==> src/rtl/req_arbiter3.sv <==
// req_arbiter3: three-way arbiter for one shared resource.
//
// One requester at a time is granted the resource. The grant is a registered
// one-hot vector and is held until the resource pulses done, the granted
// requester withdraws its request, or the watchdog expires. Every release is
// followed by exactly one RECOVER cycle with no grant before the next winner
// is chosen. While no grant is active, gnt_id keeps the last winner.
//
// Handshake: req[i] is a level "valid" from requester i. gnt[i] is the
// registered "ready/owner" answer, one cycle after arbitration. The pair is
// complete when the resource pulses done, or when req[i] falls while gnt[i]
// is high. A requester must keep req[i] high until it has been served.
//
// Build option: define ARB_ROUND_ROBIN_EN to rotate priority. The last
// winner then becomes the lowest priority. Without it, priority is fixed at
// 2 > 1 > 0.
//
// TIMEOUT sets the longest BUSY stretch before a forced release. 0 turns
// the watchdog off. dbg_state mirrors the FSM state so checkers can bind to it.

module req_arbiter3 #(
  parameter int TIMEOUT = 256
) (
  input  logic       clk,
  input  logic       rst,
  input  logic [2:0] req,
  input  logic       done,
  output logic [2:0] gnt,
  output logic [1:0] gnt_id,
  output logic       busy,
  output logic       timeout,
  output logic [1:0] dbg_state
);

  // The timer only has to reach TIMEOUT-1. Keep it at least one bit wide.
  localparam int TW    = (TIMEOUT > 0) ? $clog2(TIMEOUT + 1) : 1;
  localparam int TLAST = (TIMEOUT > 0) ? (TIMEOUT - 1) : 0;

  typedef enum logic [1:0] {
    ST_IDLE    = 2'd0,
    ST_BUSY    = 2'd1,
    ST_RECOVER = 2'd2
  } state_t;

  state_t          r_state;
  logic [2:0]      r_gnt;
  logic [1:0]      r_gnt_id;
  logic            r_busy;
  logic            r_timeout;
  logic [TW-1:0]   r_timer;

  logic            w_win_valid;
  logic [1:0]      w_win_id;
  logic            w_wdog_expire;
  logic            w_owner_left;

`ifdef ARB_ROUND_ROBIN_EN
  logic [1:0]      r_rr_ptr;
  logic [1:0]      w_rr_c0;
  logic [1:0]      w_rr_c1;
  logic [1:0]      w_rr_c2;
`endif

  // Choose the winner among the current requests. Used only in IDLE and RECOVER.
  always_comb begin : arb_decode
    w_win_valid = 1'b0;
    w_win_id    = 2'd0;
`ifdef ARB_ROUND_ROBIN_EN
    // Visit the slots in order, starting just after the last winner and wrapping.
    w_rr_c0 = (r_rr_ptr == 2'd2) ? 2'd0 : r_rr_ptr + 2'd1;
    w_rr_c1 = (w_rr_c0  == 2'd2) ? 2'd0 : w_rr_c0  + 2'd1;
    w_rr_c2 = (w_rr_c1  == 2'd2) ? 2'd0 : w_rr_c1  + 2'd1;
    if (req[w_rr_c0]) begin
      w_win_valid = 1'b1;
      w_win_id    = w_rr_c0;
    end else if (req[w_rr_c1]) begin
      w_win_valid = 1'b1;
      w_win_id    = w_rr_c1;
    end else if (req[w_rr_c2]) begin
      w_win_valid = 1'b1;
      w_win_id    = w_rr_c2;
    end
`else
    casez (req)
      3'b1??: begin
        w_win_valid = 1'b1;
        w_win_id    = 2'd2;
      end
      3'b01?: begin
        w_win_valid = 1'b1;
        w_win_id    = 2'd1;
      end
      3'b001: begin
        w_win_valid = 1'b1;
        w_win_id    = 2'd0;
      end
      default: begin
        w_win_valid = 1'b0;
        w_win_id    = 2'd0;
      end
    endcase
`endif
  end

  // Release conditions evaluated while BUSY.
  always_comb begin : busy_release
    w_owner_left  = ~req[r_gnt_id];
    w_wdog_expire = (TIMEOUT != 0) && (r_timer == TW'(TLAST));
  end

  // Main FSM. All outputs, the watchdog timer and the rotation pointer are registered here.
  always_ff @(posedge clk) begin
    if (rst) begin
      r_state   <= ST_IDLE;
      r_gnt     <= 3'b000;
      r_gnt_id  <= 2'd0;
      r_busy    <= 1'b0;
      r_timeout <= 1'b0;
      r_timer   <= '0;
`ifdef ARB_ROUND_ROBIN_EN
      r_rr_ptr  <= 2'd2;
`endif
    end else begin
      r_timeout <= 1'b0;
      case (r_state)
        ST_IDLE, ST_RECOVER: begin
          // done has no effect here. Only the requests matter.
          if (w_win_valid) begin
            r_state  <= ST_BUSY;
            r_gnt    <= 3'b001 << w_win_id;
            r_gnt_id <= w_win_id;
            r_busy   <= 1'b1;
            r_timer  <= '0;
`ifdef ARB_ROUND_ROBIN_EN
            r_rr_ptr <= w_win_id;
`endif
          end else begin
            r_state <= ST_IDLE;
            r_gnt   <= 3'b000;
            r_busy  <= 1'b0;
          end
        end

        ST_BUSY: begin
          if (done || w_owner_left) begin
            // A normal completion or a withdrawn request wins over the watchdog.
            r_state <= ST_RECOVER;
            r_gnt   <= 3'b000;
            r_busy  <= 1'b1;
          end else if (w_wdog_expire) begin
            r_state   <= ST_RECOVER;
            r_gnt     <= 3'b000;
            r_busy    <= 1'b1;
            r_timeout <= 1'b1;
          end else if (r_timer != {TW{1'b1}}) begin
            // Count up while the grant is held. Stop at the top value instead of wrapping.
            r_timer <= r_timer + 1'b1;
          end
        end

        default: begin
          r_state <= ST_IDLE;
          r_gnt   <= 3'b000;
          r_busy  <= 1'b0;
        end
      endcase
    end
  end

  assign gnt       = r_gnt;
  assign gnt_id    = r_gnt_id;
  assign busy      = r_busy;
  assign timeout   = r_timeout;
  assign dbg_state = r_state;

endmodule
==> config.mk <==
export PLATFORM = sky130hd
export DESIGN_NAME = req_arbiter3
export DESIGN_NICKNAME = d
export VERILOG_FILES = /design/src/rtl/req_arbiter3.sv
export SDC_FILE = /design/constraint.sdc
export NUM_CORES = 1
export LEC_CHECK = 0
export BUFFER_PORTS_ARGS = -buffer_cell sky130_fd_sc_hd__buf_2
export CORE_ASPECT_RATIO = 0.9
export CORE_MARGIN = 2
export CORE_UTILIZATION = 40
export CTS_BUF_LIST = sky130_fd_sc_hd__clkbuf_8
export CTS_CLUSTER_DIAMETER = 100
export DETAILED_ROUTE_END_ITERATION = 10
export HOLD_SLACK_MARGIN = 0.02
export PLACE_DENSITY = 0.65
export SYNTH_ARGS = -nofsm -noshare
export SYNTH_HDL_FRONTEND = slang
export SYNTH_SLANG_ARGS = --single-unit
==> constraint.sdc <==
create_clock -name clk -period 7 [get_ports clk]
set_input_delay 0.35 -clock clk [delete_from_list [all_inputs] [get_ports clk]]
set_output_delay 0.35 -clock clk [all_outputs]
set_load 0.02 [all_outputs]
# After elaboration in Yosys (flattened, before gate mapping)
# Index checks and enable logic that the tools add are counted.
totals:
  ff_bits: 18
  inputBits: 6
  out_inout_bits: 9
classes:
  n_addsub: 1
  n_lt_le_gt_ge: 1
  n_eq_ne: 11
  shifts: 1
  muxes: 22
  bitwise_logic: 2
  reduce_logical: 8
op_table:
  columns: ["op", "n"]
  rows:
  - ["9-bit two-way mux", 4]
  - ["9-bit case mux with 2 select lines", 1]
  - ["9-bit by 1-bit adder with 9-bit output, second input constant", 1]
  - ["9-bit by 8-bit == test with 1-bit output, second input constant", 1]
  - ["3-bit two-way mux", 3]
  - ["9-bit != test, second input constant", 1]
  - ["2-bit != test, second input constant", 4]
  - ["2-bit case mux with 2 select lines", 2]
  - ["1-bit two-way mux", 7]
  - ["3-bit case mux with 2 select lines", 1]
  - ["3-bit OR reduction", 2]
  - ["5-bit AND reduction", 1]
  - ["2-bit by 1-bit == test with 1-bit output, second input constant", 2]
  - ["2-bit two-way mux", 2]
  - ["3-bit by 1-bit == test with 1-bit output, second input constant", 1]
  - ["2-bit by 3-bit less-than comparator with 1-bit output, second input constant", 1]
  - ["3-bit != test, second input constant", 1]
  - ["1-bit by 2-bit << shifter with 3-bit output, first input constant", 1]
  - ["1-bit binary-select mux with 2-bit select", 1]
  - ["2-bit == test, second input constant", 1]
  - ["2-bit zero test", 1]
  - ["1-bit inverter", 2]
  - ["1-bit case mux with 2 select lines", 1]
  - ["2-bit AND reduction", 1]
  - ["3 further kinds", 3]

# Longest topological paths before layout
# Gate-level depths: netlist of run 1.
logic_depth:
  depth_word: 6
  ltp_mapped: 10
  mapped_depth_nobuf: 9

# Least setup slack after synthesis of run 1
# Ideal clock, no wire load.
synth_path:
  kind: "register -> register"
  startpoint: "register r_timer[0]"
  endpoint: "register r_timer[7]"
  setup_time_ns: 0.121
  t_arrival_ns: 2.273
  required_time_ns: 6.879
  slack_ns: 4.606
  path_stages_with_launch: 11
  path_buffers: 1
  path_cell_list: "dfxtp_1 ha_1 and3_1 and3_1 and3_1 ha_1 buf_2 nor2_4 nand3b_4 nor4_2 mux2_2"
synth_between:
  word_cells_on_any_way: 10
synth_rtl:
  columns: ["element", "line", "text"]
  rows:
  - ["start: declaration", "50", "logic [TW-1:0] r_timer;"]
  - ["start signal: assignment", "157", "r_timer <= r_timer + 1'b1;"]
  - ["9-bit by 8-bit == test with 1-bit output", "108", "w_wdog_expire = (TIMEOUT != 0) && (r_timer == TW'(TLAST));"]
  - ["via w_wdog_expire", "54", "logic w_wdog_expire;"]
  - ["2-bit != test (no line)", null, null]
  - ["5-bit AND reduction (no line)", null, null]
# The timed path passes the listed nets, and every way through them passes these cells. The select of a mux whose other input is x is not followed.
# A chain may end at the register's enable or synchronous reset.

# Worst setup path in the final report of run 1
# Ends and elaborated chain as after synthesis.

==> metrics.md, run 1 <==
| Metric | Value |
|---|---|
| Status | finished clean |
| GRT Total Usage | 16.9% |
| Boundary pin count | 15 |
| Area fraction of the dominant cell type after synthesis | 37.5% |
| Resized Gates After CTS | 0 |
| LEAKAGE | 0.429 nW |
| Largest net degree at the start of global routing | 19 |
| Site Rows | 16 |
| Post-Syn Area per Cell | 8.99 um2 |
| Tcrit/Tclk final | 36.6% |
| Dpl hpwl | 1.52 mm |
| Post-CTS Setup Bufs | 0 |
| Area post-placement | 0.00103 mm2 |
| Die area | 0.00281 mm2 |
| Vias in the first global route | 746 |
| FMAX | 391 MHz |
| Cell area after synthesis | 962 um2 |
| R2r setup slk | 4440 ps |
| Fillers | 222 |
| Peak supply drop | 0.000140 V |
| Setup Skew | 2.40 ps |
| Post-synth EDFFs | 0 |
| Gpl congestion | 0.825 |
| DR iter-0 viols | 19 |
| Die H | 50.5 um |
| Initial antenna violation count | 0 |
| Core area | 0.00222 mm2 |
| Vias | 836 |
| Hold Buf Count CTS | 0 |
| Final Hold Vio Count | 0 |
| Post-Syn Nets | 116 |
| Crit Path Class | flop to flop |
| Avg WL per Cell | 14.0 um |
| Die boundary width | 55.7 um |
| Critical Path RT | 7150 ps |
| Layout area overhead | 13.1% |
| Ys Warns | 0 |
| Area leader, netlist | dfxtp_1 |
| 1st-pass router iterations | 4 |
| Hold Path Class | primary input to flop |
| Post-synthesis sequential area ratio | 37.5% |
| Clock sinks | 18 |
| Layout cells sized above 1 | 21.0% |
| Root Driver | clkbuf_8 |
| Antenna-violating nets left | 0 |
| Port bufs | 14 |
| Commonest cells in the netlist | 18 x dfxtp_1, 7 x a21oi_1, 7 x nor2_1 |
| Cell Chain, Critical Path | ha_1 > and3_1 > and3_1 > and3_1 > ha_1 > nor2_4 > nand3b_4 > nor4_2 > mux2_2 |
| Post-layout min period | 2560 ps |
| Slew HR | 66.0% |
| Final wirelength | 2.04 mm |
| Clk buf depth | 2 |
| Worst-Skew Late Latency | 260 ps |
| Num CTS Buffers | 3 |
| CP max stage cell | mux2_2 |
| Critical path arrival | 2710 ps |
| Endpoint class of the critical path | flop |
| Setup TNS | 0 ps |
| Inserted Diodes | 0 |
| H-tree levels | 1 |
| Final Max Slew Viols | 0 |
| RSZ-0062 raised after global routing | no |
| Gr ovfl total | 0 |
| Ys async rst share | 0% |
| First-pass GRT wire length | 3.62 mm |
| Critical path's largest stage delay | 350 ps |
| Most frequent cell after synthesis | dfxtp_1 |
| DRC | 0 |
| Fin nets | 129 |
| Post-Syn Instances | 107 |
| Final Setup Violations | 0 |
| Most frequent CP cell | and3_1 |
| Number of max-cap violations | 0 |
| Via density | 5.73 |
| Yosys cell types | 39 |
| Initial Util | 43.3% |
| Dominant cells by area after synthesis | dfxtp_1 37%, ha_1 3.9%, a21oi_1 3.6%, o211ai_1 3.1%, nor2_1 2.7% |
| CTS tree | yes |
| Pwr dens | 212 mW/mm2 |
| Yosys reg bits | 18 |
| Startpoint types | flop |
| Crit-path max FO | 9 |
| Ys flop type | dfxtp_1 |
| Worst-path clk slew | 70 ps |
| Cell area after layout | 0.00109 mm2 |
| Worst slew pin tran | 506 ps |
critical path: cells and delay by family, from the launching register on:
family	cells	cell delay (ps)
AND/OR/NAND/NOR	6	1220
flip-flops	1	340
multiplexers	1	350
adder cells (fa/ha/maj)	2	540
cells by family (layout without fill, tap and decap cells):
group	after synthesis	count (layout)	share of synthesized area [%]
flops	18	18	37.5
buf+inv	10	22	4.94
mux	2	2	2.21
compound gates	34	34	25.1
simple gates	40	40	26.4
fa+ha+maj	3	3	3.90
cells in the final DEF (no fill, tap or decap), drive strengths merged, types with 2 or more instances in the layout:
cell / Yosys / layout
inv: 4 / 4
buf: 3 / 14
nand4b: 2 / 2
clkbuf: 3 / 4
dfxtp: 18 / 18
nand4: 2 / 2
a31oi: 4 / 4
or3: 3 / 3
nand3b: 2 / 2
o211ai: 4 / 4
nand3: 3 / 3
nand2: 5 / 5
ha: 3 / 3
nor3: 5 / 5
o311ai: 3 / 3
o41ai: 2 / 2
a32o: 2 / 2
nor4: 2 / 2
nor2: 8 / 8
a21oi: 7 / 7
o21ai: 6 / 6
and3: 4 / 4
worst paths after layout:
path	from	endpoint	cells after the start
setup / recovery	r_timer[0]	r_timer[7]	9
setup reg to reg	r_timer[0]	r_timer[7]	9
hold reg to reg	gnt[0]	gnt[0]	2
hold / removal	req[1]	gnt[0]	2
stage by stage:
step,worst slack (ps),hold slack (ps),instances,total power [mW],util (%)
6_report,4440,327,146,0.231,49.0
5_1_grt,4290,343,146,0.244,49.0
4_1_cts,4430,321,146,0.233,49.0
3_5_place_dp,4440,475,142,0.146,46.5
3_3_place_gp,4520,478,142,0.146,46.5
2_1_floorplan,4610,427,107,0.137,-
sequential cells by signal, summed over array words and instances (netlist names):
signal	flops
r_timer	9
gnt	3
gnt_id	2
busy	1
timeout	1
dbg_state	2
metal layers:
layer	routed length [um]	track usage, %	share of wire, %	vias up
li1	-	-	-	435
met1	1080	23.4	53	383
met2	843	24.4	41	14
met3	85	5.41	4.2	4
met4	29	6.10	1.4	0
met5	0	0	0	-
final cells by class:
cell class | instances | area [um2] | share of cell area, %
inverters | 4 | 15.0 | 1.38
flip-flops and latches | 18 | 360 | 33.1
well taps | 27 | 33.8 | 3.10
multi-input cells | 79 | 554 | 50.9
repair buffers | 14 | 70.1 | 6.44
clock buffers | 4 | 55.1 | 5.06
report_power, final:
group / total (mW) / switching [mW] / internal, mW
clock network: 0.0877 / 0.0376 / 0.0501
logic: 0.0348 / 0.0240 / 0.0109
registers: 0.108 / 0.00276 / 0.106
Power figures use the tool's default switching activity.
==> run 2, diff against run 1 <==
Settings changed: PLACE_DENSITY 0.65 to 0.67.
Clock period 7 ns to 2.15 ns, I/O delays scaled along.
==> run 2 against run 1 <==
Clock-buffer cell count stayed put. Critical path depth stayed put. Worst setup slack worse by 4400 ps. Routed wire length is 19% higher. Clock skew hardly changed.
==> metrics.md, run 2 (synthesis gave the netlist of run 1 again) <==
| Metric | Value |
|---|---|
| Commonest non-fill, non-tap cells in the layout | 16 x dfxtp_1, 14 x buf_2, 7 x a21oi_1, 7 x nor2_1, 7 x buf_4 |
| Num CTS Buffers | 3 (unchanged) |
| Comb power frac | 17.0% (+1.9 points) |
| Commonest non-fill, non-tap cell in the layout | dfxtp_1 |
| Final Hold Vio Count | 0 (unchanged) |
| Final Max Slew Viols | 0 (unchanged) |
| Final setup margin | 44.1 ps (-4400 ps) |
| CTS tree | yes |
| Inserted Diodes | 0 (unchanged) |
| Initial antenna violation count | 0 (unchanged) |
| P_sw | 0.212 mW (+230%) |
| Layout cells sized above 1 | 32.5% (+12 points) |
| Endpoint class of the critical path | flop |
| Slew HR | 60.0% (-6.0 points) |
| Worst-Skew Late Latency | 250 ps (about the same) |
| Final Setup Violations | 0 (unchanged) |
| Clock Power Share | 36.6% (-1.4 points) |
| 1st-pass router iterations | 4 (unchanged) |
| Worst hold slack | 72.9 ps (-254 ps) |
| Worst-path clk slew | 70 ps (about the same) |
| Critical Path RT | 2300 ps (-4850 ps) |
| Die H | 50.5 um (unchanged) |
| Critical path arrival | 2250 ps (-460 ps) |
| Hold Buf Count CTS | 0 (unchanged) |
| LEAKAGE | 0.465 nW (+8.4%) |
| Status | finished clean |
| Most frequent CP cell | and3_4 |
| Cell area after layout | 0.00121 mm2 (+11%) |
| Hold path depth | 2 (unchanged) |
| Number of max-cap violations | 0 (unchanged) |
| CP max stage cell | dfxtp_4 |
| Final wirelength | 2.43 mm (+19%) |
| Tcrit/Tclk final | 97.9% (+61 points) |
| Gr ovfl total | 0 (unchanged) |
| First-pass GRT wire length | 3.84 mm (+6.1%) |
| Setup Skew | 2.35 ps (-0.0562 ps) |
| Critical path's largest stage delay | 360 ps (about the same) |
| Sw Ratio | 27.9% (+0.10 points) |
| Layout area overhead | 25.5% |
| Largest net degree at the start of global routing | 19 (unchanged) |
| Via density | 6.06 (+5.8%) |
| Dpl hpwl | 1.68 mm (+10%) |
| Gpl congestion | 0.822 (-0.28%) |
| Boundary pin count | 15 (unchanged) |
| Peak supply drop | 0.000546 V (+290%) |
| Worst slew pin tran | 596 ps (+89.5 ps) |
| Root Driver | clkbuf_8 |
| Fillers | 219 (-1.4%) |
| Final core occ | 54.3% (+5.3 points) |
| Vias in the first global route | 815 (+9.2%) |
| Largest register FFs | 9 (unchanged) |
| Internal power | 0.547 mW (+230%) |
| GRT Total Usage | 17.4% (+0.59 points) |
| Part of the power in registers | 46.4% (-0.6 points) |
| Core area | 0.00222 mm2 (unchanged) |
| DR iter-0 viols | 21 (+2) |
| Crit-path max FO | 7 (-2) |
| Avg WL per Cell | 15.9 um (+14%) |
| Post-layout min period | 2110 ps (-454 ps) |
| Pwr dens | 629 mW/mm2 (+200%) |
| Hold Path Class | primary input to flop |
| Vias | 927 (+11%) |
| Port bufs | 14 (unchanged) |
| Setup slack at placement | -7.21 ps (-4440 ps) |
| H-tree levels | 1 (unchanged) |
| Area post-placement | 0.00110 mm2 (+6.3%) |
| FMAX | 475 MHz (+22%) |
| Clock sinks | 18 (unchanged) |
| Crit Path Class | flop to flop |
| DRC | 0 (unchanged) |
| Site Rows | 16 (unchanged) |
| Cell Chain, Critical Path | ha_4 > and3_4 > and3_4 > and3_4 > ha_4 > nor2_4 > nand3b_4 > nor4_4 > mux2_4 |
| Startpoint types | flop |
| Die boundary width | 55.7 um (unchanged) |
| Initial Util | 43.3% (unchanged) |
| Biggest register | r_timer |
| Clk buf depth | 2 (unchanged) |
| Fin nets | 136 (+5.4%) |
| Antenna-violating nets left | 0 (unchanged) |
| Worst R2R Path Depth | 9 (unchanged) |
| Die area | 0.00281 mm2 (unchanged) |
run 2: changes by cell type in the layout (fill, tap and decap cells not counted), sizes merged:
cell | before | now
buf | 14 | 21
run 2: area by class of cell:
cell class                 instances  area (um2)  area share [%]
inverter                           4        15.0            1.24
clock buffer                       4        55.1            4.56
multi-input combinational         79         616            51.0
tap                               27        33.8            2.80
sequential                        18         365            30.3
timing repair buffer              21         123            10.2
run 2: per-layer routing:
layer,up-vias,share of wire (%),global-route usage [%],wire (um)
li1,449,-,-,-
met1,453,48,23.8,1170
met2,22,47,27.8,1130
met3,3,5.2,4.64,126
met4,0,0.33,3.66,8
met5,-,0,0,0
run 2: worst paths after layout:
| path | from | end | slack, ps |
|---|---|---|---|
| worst max register to register | r_timer[0] | r_timer[7] | 40 |
| worst max-delay path | r_timer[0] | r_timer[7] | 40 |
| worst min register to register | gnt[0] | gnt[0] | 480 |
| worst min-delay path | req[1] | gnt[0] | 70 |
run 2: power groups by stage:
stage / Clock, mW / Sequential [mW] / Combinational [mW]
floorplan: 0 / 0.372 / 0.0730
global route: 0.301 / 0.354 / 0.140
global placement: 0 / 0.361 / 0.119
detailed placement: 0 / 0.361 / 0.120
CTS: 0.284 / 0.354 / 0.122
finish: 0.278 / 0.353 / 0.129
run 2: repair_timing:
action | 4_1_cts | 5_1_grt
setup buffers | 1 | 3
endpoints found under the setup margin | 2 | 6
gates resized for setup | 0 | 5
pin swaps | 0 | 2
run 2: through the flow:
step | power (mW) | instances | TNS, ps
global route | 0.795 | 153 | -20.5
CTS | 0.760 | 150 | 0
detailed placement | 0.481 | 145 | -7.21
finish | 0.760 | 153 | 0
global placement | 0.480 | 145 | 0
floorplan | 0.445 | 107 | 0
run 2: worst max-delay path, delay by kind of cell (launching register included):
family,cells,cell delay (ps)
multiplexers,1,320
adder cells (fa/ha/maj),2,330
AND/OR/NAND/NOR,6,980
flip-flops,1,360
==> run 3, diff against run 2 <==
Settings changed: SETUP_SLACK_MARGIN from default to 0.05.
==> run 3 against run 2 <==
Global-route usage is 1.0 points lower. Clock skew decreased by 0.95 ps. Critical path depth did not move. Die area unchanged. Critical endpoint unchanged. Largest cell class unchanged. Highest routed layer unchanged.
==> metrics.md, run 3 (synthesis gave the netlist of run 1 again) <==
| Metric | Value |
|---|---|
| Status | finished clean |
| Commonest non-fill, non-tap cell in the layout | dfxtp_1 |
| Antenna-violating nets left | 0 (unchanged) |
| Layout area overhead | 25.2% |
| Post-layout min period | 2090 ps (-14.8 ps) |
| Worst path top cell family by delay | simple AND/OR/NAND/NOR gates |
| Initial antenna violation count | 0 (unchanged) |
| Pwr dens | 628 mW/mm2 (-0.19%) |
| Fin cells | 151 (-1.3%) |
| Cell area after layout | 0.00120 mm2 (-0.21%) |
| Worst r2r src | r_timer[0] |
| Worst-path clk slew | 70 ps (about the same) |
| LEAKAGE | 0.455 nW (-2.1%) |
| Crit-path max FO | 6 (-1) |
| Critical path's largest stage delay | 350 ps (about the same) |
| H-tree levels | 1 (unchanged) |
| Gpl congestion | 0.838 (+1.9%) |
| Final wirelength | 2.24 mm (-8.1%) |
| Startpoint types | flop |
| Inserted Diodes | 0 (unchanged) |
| Port bufs | 14 (unchanged) |
| Biggest register | r_timer |
| Critical path arrival | 2240 ps (about the same) |
| P_sw | 0.209 mW (-1.7%) |
| First-pass GRT wire length | 3.68 mm (-4.1%) |
| Area post-placement | 0.00110 mm2 (unchanged) |
| Part of the power in registers | 46.8% (+0.4 points) |
| Initial Util | 43.3% (unchanged) |
| Clock sinks | 18 (unchanged) |
| Commonest non-fill, non-tap cells in the layout | 16 x dfxtp_1, 14 x buf_2, 7 x a21oi_1, 7 x nor2_1, 5 x buf_4 |
| Sw Ratio | 27.6% (-0.38 points) |
| Final Setup Violations | 0 (unchanged) |
| Power, Total | 0.757 mW (-0.39%) |
| Via density | 5.89 (-2.7%) |
| RSZ-0062 raised after global routing | yes |
| Worst slew pin tran | 576 ps (-19.7 ps) |
| Most frequent CP cell | and3_4 |
| Largest register FFs | 9 (unchanged) |
| Vias | 890 (-4.0%) |
| R2r setup slk | 60 ps (about the same) |
| Core area | 0.00222 mm2 (unchanged) |
| Fin nets | 134 (-1.5%) |
| Largest net degree at the start of global routing | 19 (unchanged) |
| Clock Power Share | 36.6% (about the same) |
| Tcrit/Tclk final | 97.3% (-0.69 points) |
| DR iter-0 viols | 27 (+29%) |
| Hold Buf Count CTS | 0 (unchanged) |
| Site Rows | 16 (unchanged) |
| Die boundary width | 55.7 um (unchanged) |
| CP max stage cell | dfxtp_2 |
| Worst R2R Path Depth | 9 (unchanged) |
| Final Hold Vio Count | 0 (unchanged) |
| Hold path depth | 2 (unchanged) |
| Worst-Skew Late Latency | 250 ps (about the same) |
| Endpoint class of the critical path | flop |
| Layout cells sized above 1 | 32.3% (-0.28 points) |
| Setup Skew | 1.40 ps (-0.950 ps) |
| 1st-pass router iterations | 4 (unchanged) |
| Root Driver | clkbuf_8 |
| Hold Path Class | primary input to flop |
| Total placed cells including tap cells | 145 (unchanged) |
| Die H | 50.5 um (unchanged) |
| Cell Chain, Critical Path | ha_4 > and3_4 > and3_4 > and3_4 > ha_4 > nor2_4 > nand3b_4 > nor4_4 > mux2_4 |
| Die area | 0.00281 mm2 (unchanged) |
| Min-delay src | req[1] |
| FMAX | 478 MHz (+0.71%) |
| Number of max-cap violations | 0 (unchanged) |
| CTS tree | yes |
| GRT Total Usage | 16.4% (-1.0 points) |
| Internal power | 0.548 mW (+0.13%) |
| Clk buf depth | 2 (unchanged) |
| Slew HR | 61.3% (+1.3 points) |
| Dpl hpwl | 1.54 mm (-8.2%) |
| DRC | 0 (unchanged) |
| Gr ovfl total | 0 (unchanged) |
| Setup TNS | 0 ps (unchanged) |
| Critical Path RT | 2300 ps (about the same) |
| Final core occ | 54.2% (-0.11 points) |
| Vias in the first global route | 778 (-4.5%) |
| Hold Crit Endpoint | gnt[0] |
| Crit Path Class | flop to flop |
| Num CTS Buffers | 3 (unchanged) |
| Peak supply drop | 0.000509 V (-6.7%) |
| Final Max Slew Viols | 0 (unchanged) |
| Boundary pin count | 15 (unchanged) |
| Buf+Inv Stages, Crit Path | 0 (unchanged) |
| Comb power frac | 16.6% (-0.4 points) |
| Avg WL per Cell | 14.8 um (-6.8%) |
| Worst R2R End | r_timer[7] |
-- run 3: cell types whose count changed in the layout (fill, tap and decap cells not counted), sizes merged --
cell	previous run	this run
buf	21	19
-- run 3: how the worst max path moves through the flow --
stage | endpoint | cells past startpoint | slack, ps | start
2_1_floorplan | r_timer[7] | 10 | 2 | r_timer[1]
3_3_place_gp | r_timer[7] | 8 | 60 | r_timer[0]
3_5_place_dp | r_timer[7] | 8 | 20 | r_timer[0]
4_1_cts | r_timer[7] | 9 | 50 | r_timer[0]
5_1_grt | r_timer[7] | 9 | 0.6 | r_timer[1]
6_report | r_timer[7] | 9 | 60 | r_timer[0]
-- run 3: power groups by stage --
stage / clock network [mW] / registers (mW) / logic, mW
CTS: 0.283 / 0.354 / 0.122
finish: 0.277 / 0.354 / 0.126
global route: 0.300 / 0.355 / 0.138
detailed placement: 0 / 0.362 / 0.118
floorplan: 0 / 0.372 / 0.0730
global placement: 0 / 0.361 / 0.119
-- run 3: repair_timing --
| item | CTS | global route |
|---|---|---|
| buffers inserted | 2 | 0 |
| pin swaps | 0 | 6 |
| endpoints found under the setup margin | 2 | 7 |
| resized for setup | 1 | 5 |
-- run 3: area by class of cell --
cell class                 count  area (um2)
clock buffer                   4        55.1
inverter                       4        15.0
sequential                    18         363
multi-input combinational     79         631
fill                         191        1020
timing repair buffer          19         108
tap                           27        33.8
-- run 3: metrics by stage --
step                hold WS (ps)  setup slack (ps)
floorplan                    184              2.19
global placement             346              58.1
detailed placement           355              23.8
CTS                         88.3              53.4
global route                84.8             0.622
finish                      87.3              58.9
-- run 3: routing by layer --
layer	share of wire, %	routed length, um	vias to the layer above	global-route usage, %
met5	0	0	-	0
met4	0.36	8	0	1.63
met3	3.8	84	2	5.41
met2	45	1010	15	24.8
met1	51	1130	423	23.5
li1	-	-	450	-
-- run 3: worst reg2reg max path, stage by stage, from the launching register on --
cell and delay (ps):
dfxtp_2 350, ha_4 160, and3_4 190, and3_4 180, and3_4 200, ha_4 170
nor2_4 110, nand3b_4 130, nor4_4 180, mux2_4 320
